`config.mk`:
```
export PLATFORM = sky130hd
export DESIGN_NAME = weight_enum
export DESIGN_NICKNAME = d
export VERILOG_FILES = /design/src/rtl/weight_enum.sv
export SDC_FILE = /design/constraint.sdc
export NUM_CORES = 1
export LEC_CHECK = 0
export CAP_MARGIN = 10
export CORE_AREA = 2 2 71 73
export CTS_BUF_LIST = sky130_fd_sc_hd__clkbuf_2 sky130_fd_sc_hd__clkbuf_4 sky130_fd_sc_hd__clkbuf_8
export DETAILED_ROUTE_END_ITERATION = 8
export DIE_AREA = 0 0 73 75
export PLACE_DENSITY = 0.65
export SETUP_SLACK_MARGIN = 0.15
export SLEW_MARGIN = 20
export SYNTH_ARGS = -nofsm -noshare
export SYNTH_HDL_FRONTEND = slang
export SYNTH_SLANG_ARGS = --single-unit
```
`constraint.sdc`:
```
create_clock -name clk -period 4.8 [get_ports clk]
set_input_delay 1.44 -clock clk [delete_from_list [all_inputs] [get_ports clk]]
set_output_delay 1.44 -clock clk [all_outputs]
set_load 0.05 [all_outputs]
```
`src/rtl/weight_enum.sv`:
```
`default_nettype none
// ============================================================================
// Module      : weight_enum
// Description : Streams every N-bit word with popcount k in ascending order
//               over a valid/ready output handshake.
// Revision    : 1.0 - initial release
// ============================================================================

module weight_enum #(
    parameter int N = 8
) (
    input  logic                     clk,
    input  logic                     rst,
    input  logic                     start,
    input  logic [$clog2(N+1)-1:0]   k,
    output logic                     busy,
    output logic                     out_valid,
    input  logic                     out_ready,
    output logic [N-1:0]             out_word,
    output logic                     out_last,
    output logic                     done,
    output logic                     err
);

    localparam int W = $clog2(N + 1);

    localparam logic [0:0]   c_IDLE = 1'b0;
    localparam logic [0:0]   c_EMIT = 1'b1;
    localparam logic [W-1:0] c_N    = W'(N);
    localparam logic [N-1:0] c_ONE  = N'(1);
    localparam logic [W:0]   c_TWO  = (W+1)'(2);

    logic [0:0]   r_state;
    logic [N-1:0] r_word;
    logic [N-1:0] r_lastw;
    logic         r_last;
    logic         r_done;
    logic         r_err;

    logic         w_idle;
    logic         w_start_ok;
    logic         w_start_bad;
    logic [N-1:0] w_ones;
    logic [N-1:0] w_lastw;
    logic [N-1:0] w_low;
    logic [N-1:0] w_ripple;
    logic [W-1:0] w_tz;
    logic [W:0]   w_sh;
    logic [N-1:0] w_next;

    assign w_idle      = (r_state == c_IDLE);
    assign w_start_ok  = w_idle && start && (k <= c_N);
    assign w_start_bad = w_idle && start && (k > c_N);

    // For k == N the shift wraps to zero, so the subtraction yields all ones.
    assign w_ones  = (c_ONE << k) - c_ONE;
    assign w_lastw = w_ones << (c_N - k);

    // Gosper successor: carry the lowest run upward, refill remaining ones at the bottom.
    assign w_low    = r_word & ((~r_word) + c_ONE);
    assign w_ripple = r_word + w_low;

    always_comb begin
        w_tz = '0;
        for (int i = N - 1; i >= 0; i--) begin
            if (r_word[i]) begin
                w_tz = W'(i);
            end
        end
    end

    assign w_sh   = {1'b0, w_tz} + c_TWO;
    assign w_next = w_ripple | ((r_word ^ w_ripple) >> w_sh);

    always_ff @(posedge clk) begin
        if (rst) begin
            r_state <= c_IDLE;
            r_word  <= '0;
            r_lastw <= '0;
            r_last  <= 1'b0;
            r_done  <= 1'b0;
            r_err   <= 1'b0;
        end else begin
            r_done <= 1'b0;
            r_err  <= w_start_bad;
            if (r_state == c_IDLE) begin
                if (w_start_ok) begin
                    r_state <= c_EMIT;
                    r_word  <= w_ones;
                    r_lastw <= w_lastw;
                    r_last  <= (w_ones == w_lastw);
                end
            end else begin
                if (out_ready) begin
                    if (r_last) begin
                        r_state <= c_IDLE;
                        r_last  <= 1'b0;
                        r_done  <= 1'b1;
                    end else begin
                        r_word <= w_next;
                        r_last <= (w_next == r_lastw);
                    end
                end
            end
        end
    end

    assign busy      = (r_state == c_EMIT);
    assign out_valid = (r_state == c_EMIT);
    assign out_word  = r_word;
    assign out_last  = r_last;
    assign done      = r_done;
    assign err       = r_err;

    // Output stability and ordering guarantees seen by the consumer.
    a_hold: assert property (@(posedge clk) disable iff (rst)
        (out_valid && !out_ready) |=> (out_valid && $stable(out_word) && $stable(out_last)));

    a_ascend: assert property (@(posedge clk) disable iff (rst)
        (out_valid && out_ready && !out_last) |=> (out_valid && (out_word > $past(out_word))));

    a_done_excl: assert property (@(posedge clk) disable iff (rst)
        !(done && out_valid));

endmodule

`default_nettype wire
```
==> out/qor.csv <==
metric,value,unit
outcome,completed,
syn_area_per_cell,7.120,um2
seq_power_share,0.301,
power.internal,419.4,uW
r2r-start,out_word[2]$_SDFFE_PP0P_,
synth_cells,304,
whs,0.4814,ns
crit_path_end,out_last$_SDFFE_PP0P_,
crit_fanout,7,
use_met3,0.02811,
io_pins,21,
ys_types,64,
period_needed,4.393,ns
min_path_type,flop to flop,
reg2reg_depth,7,
dp.cells,367,
ir_drop,0.1218,mV
layout.nets,333,
cts_made_buffers,3,
ctsHoldBuffers,0,
rsz0062_at_grt,false,
cp-end-kind,flop,
yosys.cell_count.top_type,nor2_1,
fp.dieH,75,um
utilization,0.5423,
grt_overflow,0,
worstPathCellList,"clkdlybuf4s50_1, inv_2, ha_1, ha_1, nor2b_1, inv_1, ha_2, nor3b_1, o311ai_2, mux4_2, o21a_1, xor2_1, nor4_2, a311o_1",
fmax,227.7,MHz
critical_path.slowest_cell,clkdlybuf4s50_1,
fin_cells,371,
power_switching,275.8,uW
worst_pin_slew,0.7206,ns
rows,25,
leakage,0.0009185,uW
die_w,73,um
synth-edff-count,0,
cts.clk_slew.worst_paths,0.08,ns
startpoint,k[0],
port_buffers,20,
antenna_cells,0,
path_class,primary input to flop,
syn_nets,319,
worstPathArrival,4.59,ns
ys_warn_count,0,
synthFlopType,dfxtp_1,
syn-cell-area,0.002165,mm2
max_slew_margin,0.5189,
syn_to_final_growth,16.76,%
ys_seq_area_frac,0.1850,
wl,5674,um
p_clk_frac,0.243,
cts_root_buffer,clkbuf_8,
cts-htree-levels,1,
max_stage_delay,0.49,ns
busiest_layer,met2,
first_global_vias,2022,
dp_slack,-0.03218,ns
synth-async-reset-ratio,0,
grt_pass1_wl,9694,um
dp_hpwl,4261,um
rrSetupSlack,2.01,ns
cts.sinks,20,
clkLatencyLatePin,0.27,ns
p_per_area,275.1,mW/mm2
use_met2,0.3724,
synth_top_area_frac,0.1850,
p_comb_frac,0.456,
required,5.00,ns
layout-drive-gt1-share,0.09779,
switching_share,0.3967,
grtUsageTotal,0.2203,
yosysTopAreaCell,dfxtp_1,
via_per_inst,6.119,
setup_slack,0.4073,ns
gp_congestion,0.9295,
clock_path_buffers,2,
ys_top_cells_by_count,"30 x nor2_1, 25 x nand2_1, 23 x a21oi_1",
wire_per_inst,15.29,um
dieArea,0.005475,mm2
drc,0,
yosys-top-cells-area,"dfxtp_1 18%, a21oi_1 5.3%, nor2_1 5.2%",
core_area,0.004661,mm2
postRouteAntennaNets,0,
maxSlewViolCount,0,
use_met1,0.3003,
drt_iter0_drc,183,
grt_max_degree,23,
period_share,0.9151,
fin_worst_skew,0.01293,ns
antenna_found_initial,0,
path_common_cell,ha_1,
worst_setup_path_start_kind,primary input,
cts_tree,done,
synth_seq_cells,20,
setup_viol,0,
maxCapViolations,0,
r2r-end,out_last$_SDFFE_PP0P_,
first_pass_iters,5,
finalHoldViolCount,0,
vias,2270,
start_util,0.4644,
-- metal layers --
metal / vias up / wire length, um / share of wire
li1: 1147 / - / -
met1: 1056 / 2613 / 0.46
met2: 61 / 2817 / 0.50
met3: 6 / 188 / 0.033
met4: 0 / 54 / 0.0095
met5: - / 0 / 0
-- placed cells by master (no fill, tap or decap), drive strengths merged, types with 6 or more instances in the layout --
cell	n
nor2b	12
nor3	13
xor2	8
nand2b	7
dfxtp	20
a21oi	23
nor2	30
nor4	7
ha	7
nand2	25
inv	12
xnor2	6
o21ai	15
a211oi	6
buf	17
mux2i	8
clkdlybuf4s50	20
-- power groups by stage --
stage	clock network (uW)	logic (uW)	registers, uW
floorplan	0	224	220
global placement	0	310	213
detailed placement	0	311	213
CTS	171	313	209
global route	175	347	214
finish	169	317	209
-- repair_timing --
item	CTS	global route
resized for setup	0	4
buffers inserted	0	0
endpoints found under the setup margin	0	1
-- how the worst min path moves through the flow --
stage	end	slack, ns	startpoint	depth (start not counted)
3_5_place_dp	r_lastw[3]$_SDFFE_PP0P_	0.47	r_lastw[3]$_SDFFE_PP0P_	2
2_1_floorplan	r_lastw[1]$_SDFFE_PP0P_	0.44	r_lastw[1]$_SDFFE_PP0P_	2
3_3_place_gp	r_lastw[3]$_SDFFE_PP0P_	0.46	r_lastw[3]$_SDFFE_PP0P_	2
5_1_grt	r_lastw[3]$_SDFFE_PP0P_	0.52	r_lastw[3]$_SDFFE_PP0P_	2
4_1_cts	r_lastw[3]$_SDFFE_PP0P_	0.48	r_lastw[3]$_SDFFE_PP0P_	2
6_report	r_lastw[3]$_SDFFE_PP0P_	0.48	r_lastw[3]$_SDFFE_PP0P_	2
-- per-stage QoR --
| step | TNS, ns | power, uW | instance area [um2] |
|---|---|---|---|
| 2_1_floorplan | 0 | 444.6 | 2165 |
| 5_1_grt | 0 | 736.0 | 2527 |
| 3_5_place_dp | -0.03218 | 524.0 | 2440 |
| 6_report | 0 | 695.2 | 2527 |
| 4_1_cts | 0 | 693.1 | 2511 |
| 3_3_place_gp | 0 | 522.6 | 2440 |
-- state kept, by name (all words and copies together), names as in the netlist --
signal    cells
busy          1
err           1
out_word      8
done          1
out_last      1
r_lastw       8
-- cell type report --
cell class                 count  area, um2
fill                         460       2133
timing repair buffer          37      327.8
clock buffer                   3      41.29
clock inverter                 1      30.03
inverter                      12      45.04
multi-input combinational    244       1615
tap                           54      67.56
sequential                    20      400.4
-- kinds of logic after synthesis --
logic type      synth area share
compound gates            0.3035
xor+xnor                 0.05665
fa+ha+maj                0.04046
buf+inv                  0.07630
flops                     0.1850
mux                      0.05260
simple gates              0.2856
-- critical path, delay by kind of cell --
kind                       cells  cell delay [ns]
buffers and inverters          3             0.62
and+or+nand+nor                3             0.71
xor gates and xnor gates       1             0.15
AOI/OAI and AO/OA              3             0.52
adders and majority gates      3             0.68
muxes                          1             0.48
(Power assumes the default switching activity.)
